## src/rtl/opd_stage.sv

```systemverilog
// rtl/opd_stage.sv - registered opcode decode stage with load-use hazard bubble and flush

package opd_pkg;

  localparam int OPCODES_WIDTH = 4;

  // Instruction opcodes; codes 10..15 are unused and decode as illegal.
  typedef enum logic [OPCODES_WIDTH-1:0] {
    OP_ADD = 4'd0,
    OP_SUB = 4'd1,
    OP_AND = 4'd2,
    OP_OR  = 4'd3,
    OP_XOR = 4'd4,
    OP_LW  = 4'd5,
    OP_SW  = 4'd6,
    OP_BEQ = 4'd7,
    OP_BLT = 4'd8,
    OP_BLE = 4'd9
  } opcodes_e;

  typedef enum logic [2:0] {
    ALU_ADD = 3'd0,
    ALU_SUB = 3'd1,
    ALU_AND = 3'd2,
    ALU_OR  = 3'd3,
    ALU_XOR = 3'd4
  } alu_op_e;

  typedef enum logic [1:0] {
    CMP_NOP = 2'd0,
    CMP_BEQ = 2'd1,
    CMP_BLT = 2'd2,
    CMP_BLE = 2'd3
  } cmp_op_e;

endpackage

module opd_stage
  import opd_pkg::*;
#(
  parameter int XLEN    = 32,
  parameter int NUM_REG = 32,
  parameter int CNT_W   = 16
) (
  input  logic                       clk,
  input  logic                       rst,
  input  logic                       i_flush,
  input  logic                       i_valid,
  output logic                       o_ready,
  input  logic [XLEN-1:0]            i_instruction,
  output logic                       o_valid,
  input  logic                       i_ready,
  output logic [$clog2(NUM_REG)-1:0] o_select_a,
  output logic [$clog2(NUM_REG)-1:0] o_select_b,
  output logic [$clog2(NUM_REG)-1:0] o_select_c,
  output logic                       o_is_write,
  output logic                       o_is_load,
  output logic                       o_is_store,
  output logic                       o_is_cmp,
  output cmp_op_e                    o_cmp_op,
  output alu_op_e                    o_alu_op,
  output logic [XLEN-1:0]            o_offset,
  output logic                       o_illegal,
  output logic [CNT_W-1:0]           o_bubble_cnt
);

  localparam int REG_SELECT = $clog2(NUM_REG);
  localparam int IMM_W      = XLEN - OPCODES_WIDTH - 2*REG_SELECT;

  // Instruction fields: opcode | sel_a | sel_b | immediate (sel_c = top of immediate)
  logic [OPCODES_WIDTH-1:0] in_opc;
  logic [REG_SELECT-1:0]    in_sel_a;
  logic [REG_SELECT-1:0]    in_sel_b;
  logic [REG_SELECT-1:0]    in_sel_c;
  logic [IMM_W-1:0]         in_imm;
  logic [XLEN-1:0]          imm_sext;
  logic [XLEN-1:0]          imm_branch;

  assign in_opc     = i_instruction[XLEN-1 -: OPCODES_WIDTH];
  assign in_sel_a   = i_instruction[XLEN-OPCODES_WIDTH-1 -: REG_SELECT];
  assign in_sel_b   = i_instruction[XLEN-OPCODES_WIDTH-REG_SELECT-1 -: REG_SELECT];
  assign in_imm     = i_instruction[IMM_W-1:0];
  assign in_sel_c   = in_imm[IMM_W-1 -: REG_SELECT];
  assign imm_sext   = {{(XLEN-IMM_W){in_imm[IMM_W-1]}}, in_imm};
  assign imm_branch = {imm_sext[XLEN-3:0], 2'b00};

  // Decoded bundle for the incoming instruction, before it is registered
  logic            d_write;
  logic            d_load;
  logic            d_store;
  logic            d_cmp;
  cmp_op_e         d_cmp_op;
  alu_op_e         d_alu_op;
  logic [XLEN-1:0] d_offset;
  logic            d_illegal;
  logic            d_reads_a;
  logic            d_reads_b;

  // Decode table plus which source registers the incoming instruction reads
  always_comb begin
    d_write   = 1'b0;
    d_load    = 1'b0;
    d_store   = 1'b0;
    d_cmp     = 1'b0;
    d_cmp_op  = CMP_NOP;
    d_alu_op  = ALU_ADD;
    d_offset  = '0;
    d_illegal = 1'b0;
    d_reads_a = 1'b0;
    d_reads_b = 1'b0;
    case (in_opc)
      OP_ADD: begin d_write = 1'b1; d_alu_op = ALU_ADD; d_reads_a = 1'b1; d_reads_b = 1'b1; end
      OP_SUB: begin d_write = 1'b1; d_alu_op = ALU_SUB; d_reads_a = 1'b1; d_reads_b = 1'b1; end
      OP_AND: begin d_write = 1'b1; d_alu_op = ALU_AND; d_reads_a = 1'b1; d_reads_b = 1'b1; end
      OP_OR:  begin d_write = 1'b1; d_alu_op = ALU_OR;  d_reads_a = 1'b1; d_reads_b = 1'b1; end
      OP_XOR: begin d_write = 1'b1; d_alu_op = ALU_XOR; d_reads_a = 1'b1; d_reads_b = 1'b1; end
      OP_LW: begin
        d_write   = 1'b1;
        d_load    = 1'b1;
        d_offset  = imm_sext;
        d_reads_a = 1'b1;
      end
      OP_SW: begin
        d_store   = 1'b1;
        d_offset  = imm_sext;
        d_reads_a = 1'b1;
        d_reads_b = 1'b1;
      end
      OP_BEQ, OP_BLT, OP_BLE: begin
        d_cmp     = 1'b1;
        d_cmp_op  = (in_opc == OP_BEQ) ? CMP_BEQ :
                    (in_opc == OP_BLT) ? CMP_BLT : CMP_BLE;
        d_offset  = imm_branch;
        d_reads_a = 1'b1;
        d_reads_b = 1'b1;
      end
      default: begin
        d_alu_op  = ALU_OR;
        d_illegal = 1'b1;
      end
    endcase
  end

  // A load in the output register writes sel_b; any incoming read of it must wait a cycle
  logic hazard;
  assign hazard = o_valid && o_is_load &&
                  ((d_reads_a && (in_sel_a == o_select_b)) ||
                   (d_reads_b && (in_sel_b == o_select_b)));

  assign o_ready = (!o_valid || i_ready) && !hazard && !i_flush;

  // Pipeline register: capture on handshake, bubble on load-use, hold under backpressure
  always_ff @(posedge clk) begin
    if (rst) begin
      o_valid      <= 1'b0;
      o_select_a   <= '0;
      o_select_b   <= '0;
      o_select_c   <= '0;
      o_is_write   <= 1'b0;
      o_is_load    <= 1'b0;
      o_is_store   <= 1'b0;
      o_is_cmp     <= 1'b0;
      o_cmp_op     <= CMP_NOP;
      o_alu_op     <= ALU_ADD;
      o_offset     <= '0;
      o_illegal    <= 1'b0;
      o_bubble_cnt <= '0;
    end else if (i_flush) begin
      o_valid <= 1'b0;
    end else if (i_valid && o_ready) begin
      o_valid    <= 1'b1;
      o_select_a <= in_sel_a;
      o_select_b <= in_sel_b;
      o_select_c <= in_sel_c;
      o_is_write <= d_write;
      o_is_load  <= d_load;
      o_is_store <= d_store;
      o_is_cmp   <= d_cmp;
      o_cmp_op   <= d_cmp_op;
      o_alu_op   <= d_alu_op;
      o_offset   <= d_offset;
      o_illegal  <= d_illegal;
    end else if (i_valid && hazard && i_ready) begin
      o_valid <= 1'b0;
      if (!(&o_bubble_cnt)) begin
        o_bubble_cnt <= o_bubble_cnt + CNT_W'(1);
      end
    end else if (o_valid && !i_ready) begin
      o_valid <= o_valid;
    end else if (i_ready) begin
      o_valid <= 1'b0;
    end
  end

endmodule

```

## config.mk

```make
export PLATFORM = sky130hd
export DESIGN_NAME = opd_stage
export DESIGN_NICKNAME = d
export VERILOG_FILES = /design/src/rtl/opd_stage.sv
export SDC_FILE = /design/constraint.sdc
export NUM_CORES = 1
export LEC_CHECK = 0
export CELL_PAD_IN_SITES_DETAIL_PLACEMENT = 0
export CELL_PAD_IN_SITES_GLOBAL_PLACEMENT = 2
export CORE_ASPECT_RATIO = 1.75
export CORE_MARGIN = 10
export CORE_UTILIZATION = 27
export DETAILED_ROUTE_END_ITERATION = 7
export PLACE_DENSITY_LB_ADDON = 0.1
export RECOVER_POWER = 25
export SKIP_LAST_GASP = 1
export SYNTH_ARGS = -nofsm -noshare
export SYNTH_HDL_FRONTEND = slang
export SYNTH_SLANG_ARGS = --single-unit
```

## constraint.sdc

```tcl
create_clock -name clk -period 5.5 [get_ports clk]
set_input_delay 1.1 -clock clk [delete_from_list [all_inputs] [get_ports clk]]
set_output_delay 1.1 -clock clk [all_outputs]
set_load 0.02 [all_outputs]
```

==> results.toml, run 1 <==
[status]
status = "completed"

[setup_path]
critPathArrivalTime_ns = 3.30
slowest_stage = "clkdlybuf4s50_1"
r2r_setup_slack_ns = 3.38
end_kind = "primary output"
path_buf_inv = 2
crit_path_frequent_cell = "clkdlybuf4s50_1"
critPathMaxStageDelay_ns = 0.68
crit_path_cell_trace = "clkdlybuf4s50_1 > o21ai_2 > and3_1 > and2_2 > nor3_1 > clkdlybuf4s50_1"
crit_path_max_fanout = 9
crit_family = "buffers and inverters"
crit_type = "in -> out"
worstSetupStartpointType = "primary input"
cp.required_ns = 4.40

[clocking]
cts_setup_buffers = 0
clkTransAtPathRegs_ns = 0.05
cts_tree = "done"
cts_buffer_depth = 2
cts_resized = 0
root_buffer = "clkbuf_16"
cts_made_buffers = 9
ctsHoldBuffers = 0
clkLatencyLatePin_ns = 0.32
cts_max_level = 3
clock_sinks = 62

[placed_design]
place_congestion = 0.7035
portBuffers = 111
dp_hpwl_mm = 7.015
dp.cells = 534

[timing]
clock_skew_ns = 0.002496
finalHoldViolCount = 0
max_freq_ghz = 0.2271
setup_viol = 0
slew_headroom = 0.4866
slew_violations = 0
worst_pin_slew_ns = 0.7701
hold-worst-slack_ns = 0.4788
grt_setup_unrepaired = "false"
min_period_ns = 4.403
fin_setup_tns_ns = 0
fin_crit_sh = 0.8005

[layout]
fin_cells = 549
drive_gt1_frac = 0.07160
area_growth_pct = 47.44
post-route-util = 0.4029
antenna_cells = 0
fin_nets = 453
final_cell_mix = "76 x clkdlybuf4s50_1, 62 x dfxtp_1, 46 x nor2_1"
multi_input_area_mm2 = 0.001443
final_common_cell = "clkdlybuf4s50_1"
seqCellArea_mm2 = 0.001241
nFillCells = 1117

[routing]
drt_pre_antenna_iters = 4
vias_per_cell = 4.776
drt_wl_total_mm = 9.326
drt-wirelength-per-cell_um = 16.99
drt-initial-drc-count = 68
vias = 2622
antenna_left = 0
drc = 0

[power_and_ir_drop]
p_sw_frac = 0.2377
pwr-share-seq = 0.405
leakage_nw = 1.507
pwr-share-clk = 0.454
power_density_mw_per_mm2 = 274.4
switchingPower_mw = 0.2795
comb_power_share = 0.141
intPower_mw = 0.8963
vdd_drop_max_mv = 0.1519

[global_route]
grt_pass1_wl_mm = 15.11
grt_usage = 0.1211
grt_pass1_vias = 2734
grt_max_degree = 65
antenna_found_initial = 0
grt_overflow = 0

[logic_synthesis]
yosys_warnings = 0
ys_seq_area_frac = 0.4270
avgSynthCellArea_um2 = 8.971
ys_types = 39
ys_top_cells_by_area = "dfxtp_1 43%, mux2i_1 7.6%, nor2_1 5.9%, a211oi_1 4.6%, a22oi_1 4.4%"
synth-seq-cells = 62
yosysTopAreaCellShare = 0.4270
yosys.area.top_type = "dfxtp_1"
synth_top_family_by_area = "compound AO/OA/AOI/OAI gates"
synth-xor-area-share = 0.03917
synth-compound-area-share = 0.1873
synth_fp_nets = 362
synth_mux_area_frac = 0.07576
synth_edf_count = 0
synthAdderAreaFrac = 0.004305
synth-simple-area-share = 0.1860
netlist_area_mm2 = 0.002907
ys.flop_type = "dfxtp_1"
syn_inst = 324
async_reset_ff_frac = 0

[die]
rows = 50
die_x_um = 98.43
die_area_mm2 = 0.01548
boundaryPins = 112
die_height_um = 157.3
core_mm2 = 0.01064
start_util = 0.2733

[worst_hold_path]
hold_path.class = "reg -> reg"

[job]
maxCapViolCount = 0
==> layer usage <==
layer,vias to the layer above,track usage,share of wire
li1,1335,-,-
met1,1214,0.1214,0.39
met2,65,0.2269,0.55
met3,8,0.03907,0.052
met4,0,0.04112,0.012
met5,-,0,0
==> state kept, by name, indices dropped and copies added (netlist names) <==
| register | cells |
|---|---|
| o_offset | 20 |
| o_bubble_cnt | 16 |
| o_select_a | 5 |
| o_select_b | 5 |
| o_select_c | 5 |
| o_alu_op | 3 |
| o_cmp_op | 2 |
| o_illegal | 1 |
| o_is_cmp | 1 |
| o_is_load | 1 |
| o_is_store | 1 |
| o_is_write | 1 |
| o_valid | 1 |
==> kinds of logic after synthesis <==
family                   Yosys count
XOR/XNOR                          13
AO/OA/AOI/OAI                     82
adder cells (fa/ha/maj)            1
flip-flops                        62
AND/OR/NAND/NOR                  105
multiplexers                      22
buffers and inverters             39
==> per-stage QoR <==
| step | setup slack [ns] | total power, mW | area (µm²) |
|---|---|---|---|
| after detailed placement | 1.062 | 0.6590 | 3998 |
| after global routing | 0.9602 | 1.232 | 4285 |
| after CTS | 1.054 | 1.204 | 4285 |
| after global placement | 1.095 | 0.6582 | 3998 |
| after floorplan | 2.076 | 0.5773 | 2907 |
| final | 1.097 | 1.176 | 4285 |
==> area by class of cell <==
type,count,area share
Timing Repair Buffer,115,0.2651
Multi-Input combinational cell,223,0.3366
Inverter,4,0.003504
Tap cell,130,0.03796
Sequential cell,62,0.2896
Clock buffer,15,0.06715
==> Yosys cell counts (5+ instances only) <==
cell type and count:
nand3_1 12, nor2_1 46, a22oi_1 17, buf_4 16, a21oi_1 21, clkbuf_1 12
nand2_1 10, or3_1 7, dfxtp_1 62, mux2i_1 22, a211oi_1 18, or4_1 5
o21ai_0 15, o31ai_1 5, xnor2_1 12
==> worst reg2reg max path, delay by kind of cell (launching register included) <==
family	cells	cell delay [ns]
simple gates	2	0.44
flops	1	0.41
xor+xnor	1	0.10
compound gates	3	0.50
buf+inv	1	0.61
==> final timing paths <==
kind | from | endpoint | cells past startpoint
worst min-delay path | o_illegal | o_illegal | 2
worst max-delay path | i_instruction[29] | o_ready | 6
worst max register to register | o_select_b[2] | o_offset[0] | 7
worst min register to register | o_illegal | o_illegal | 2
==> power by group through the flow <==
stage          clock network [mW]  registers [mW]  logic (mW)
2_1_floorplan                   0           0.505      0.0726
3_3_place_gp                    0           0.485       0.173
3_5_place_dp                    0           0.486       0.173
4_1_cts                     0.554           0.476       0.174
5_1_grt                     0.573           0.478       0.182
6_report                    0.534           0.476       0.166
Note: power is estimated with default switching activity, not from simulation.
==> run 2, diff against run 1 <==
--- a/config.mk
+++ b/config.mk
@@ -9,7 +9,7 @@
 export CELL_PAD_IN_SITES_GLOBAL_PLACEMENT = 2
 export CORE_ASPECT_RATIO = 1.75
 export CORE_MARGIN = 10
-export CORE_UTILIZATION = 27
+export CORE_UTILIZATION = 25
 export DETAILED_ROUTE_END_ITERATION = 7
 export PLACE_DENSITY_LB_ADDON = 0.1
 export RECOVER_POWER = 25
==> constraint.sdc (replaced) <==
create_clock -name clk -period 4.4 [get_ports clk]
set_input_delay 0.88 -clock clk [delete_from_list [all_inputs] [get_ports clk]]
set_output_delay 0.88 -clock clk [all_outputs]
set_load 0.02 [all_outputs]
==> run 2 against run 1 <==
  * Worst setup slack got worse by 0.47 ns
  * Utilization decreased by 2.1 points
  * Sequential share of layout area decreased by 0.55 points
  * Highest routed layer unchanged
  * Clock power increased by 41%
==> results.toml, run 2 (synthesized netlist as in run 1, its figures left out) <==
[timing]
finalHoldViolCount = 0
slew_headroom = 0.4095
slew_violations = 0
max_freq_ghz = 0.2648
clock_skew_ns = 0.003773
fin_crit_sh = 0.8583
min_period_ns = 3.777
fin_setup_tns_ns = 0
worst_slack_ns = 0.6234
worst_pin_slew_ns = 0.8858
setup_viol = 0
grt_setup_unrepaired = "false"

[layout]
drive_gt1_frac = 0.08491
seqCellArea_mm2 = 0.001241
fin_nets = 457
largest_register_ffs = 20
area_growth_pct = 50.28
postLayoutCellArea_mm2 = 0.004368
final_cell_mix = "76 x clkdlybuf4s50_1, 62 x dfxtp_1, 46 x nor2_1"
multi_input_area_mm2 = 0.001443
fin_cells = 559
final_common_cell = "clkdlybuf4s50_1"
reg_top3 = "o_offset (20), o_bubble_cnt (16)"
nFillCells = 1182
regMostFlops = "o_offset"
antenna_cells = 0

[setup_path]
path_buf_inv = 2
crit_family = "buffers and inverters"
cp.required_ns = 3.52
crit_path_frequent_cell = "clkdlybuf4s50_1"
crit_type = "in -> out"
end_kind = "primary output"
crit_path_max_fanout = 7
crit_path_cell_trace = "clkdlybuf4s50_1 > xnor2_1 > nand3_1 > o22ai_4 > and2_2 > nor3_1 > clkdlybuf4s50_1"
critPathArrivalTime_ns = 2.90
worstSetupStartpointType = "primary input"
slowest_stage = "clkdlybuf4s50_1"
critPathMaxStageDelay_ns = 0.66

[global_route]
grt_overflow = 0
grt-busiest-layer = "met2"
antenna_found_initial = 0
grt_util_met1 = 0.1182
grt_max_degree = 65
grt_pass1_vias = 2741
grtUsageMet2 = 0.2126
grt_usage = 0.1186
grt_pass1_wl_mm = 15.25
globalRouteMet3Util = 0.04588

[job]
maxCapViolCount = 0

[clocking]
cts_resized = 0
cts_buffer_depth = 2
clkTransAtPathRegs_ns = 0.05
clkLatencyLatePin_ns = 0.33
ctsHoldBuffers = 0
root_buffer = "clkbuf_16"
clock_sinks = 62
cts_made_buffers = 9
cts_setup_buffers = 0
cts_tree = "done"
cts_max_level = 3

[routing]
vias_per_cell = 4.755
vias = 2658
drt_pre_antenna_iters = 6
antenna_left = 0
drt-wirelength-per-cell_um = 17.54
drc = 0
drt-initial-drc-count = 63
drt_wl_total_mm = 9.804

[placed_design]
pre_cts_slack_ns = 0.5740
dp.cells = 543
dp_hpwl_mm = 7.316
place_congestion = 0.7211
place_area_mm2 = 0.004046
portBuffers = 111

[die]
die_x_um = 101.5
rows = 52
core_mm2 = 0.01145
die_area_mm2 = 0.01651
die_height_um = 162.6
start_util = 0.2538
boundaryPins = 112

[power_and_ir_drop]
power_density_mw_per_mm2 = 356.9
vdd_drop_max_mv = 0.1850
leakage_nw = 1.544
total_power_mw = 1.559

[worst_hold_path]
hold_path.class = "reg -> reg"

[status]
status = "completed"
[run 2: power breakdown]
part / switching (mW) / total (mW) / leakage (nW) / internal [mW]
clock: 0.253 / 0.753 / 0.155 / 0.500
sequential: 0.0120 / 0.594 / 0.505 / 0.582
combinational: 0.111 / 0.211 / 0.884 / 0.101
[run 2: layout make-up]
type,instances,area share
clock buffers,14,0.06502
multi-input cells,223,0.3303
repair buffers,119,0.2698
flip-flops and latches,62,0.2842
inverters,4,0.003437
clock inverters,2,0.008594
well taps,135,0.03867
[run 2: worst min-delay path, delay by kind of cell, from the launching register on]
kind / cells / cell delay [ns]
simple gates: 1 / 0.06
flops: 1 / 0.30
compound gates: 1 / 0.06
[run 2: path summary, 6_finish.rpt]
path | start | end | slack (ns) | cells after the start
worst min-delay path | o_alu_op[2] | o_alu_op[2] | 0.47 | 2
worst min register to register | o_alu_op[2] | o_alu_op[2] | 0.47 | 2
worst max register to register | o_bubble_cnt[0] | o_bubble_cnt[6] | 2.34 | 7
worst max-delay path | i_instruction[25] | o_ready | 0.62 | 7
[run 2: per-layer routing]
metal,wire length [µm],vias up
li1,-,1341
met1,3518,1235
met2,5361,74
met3,790,8
met4,133,0
met5,0,-
[run 2: per-stage QoR]
stage               hold slack, ns  utilization
finish                      0.4660       0.3814
CTS                         0.4729       0.3814
detailed placement          0.4631       0.3534
floorplan                   0.5465            -
global route                0.5048       0.3814
global placement            0.4620       0.3534
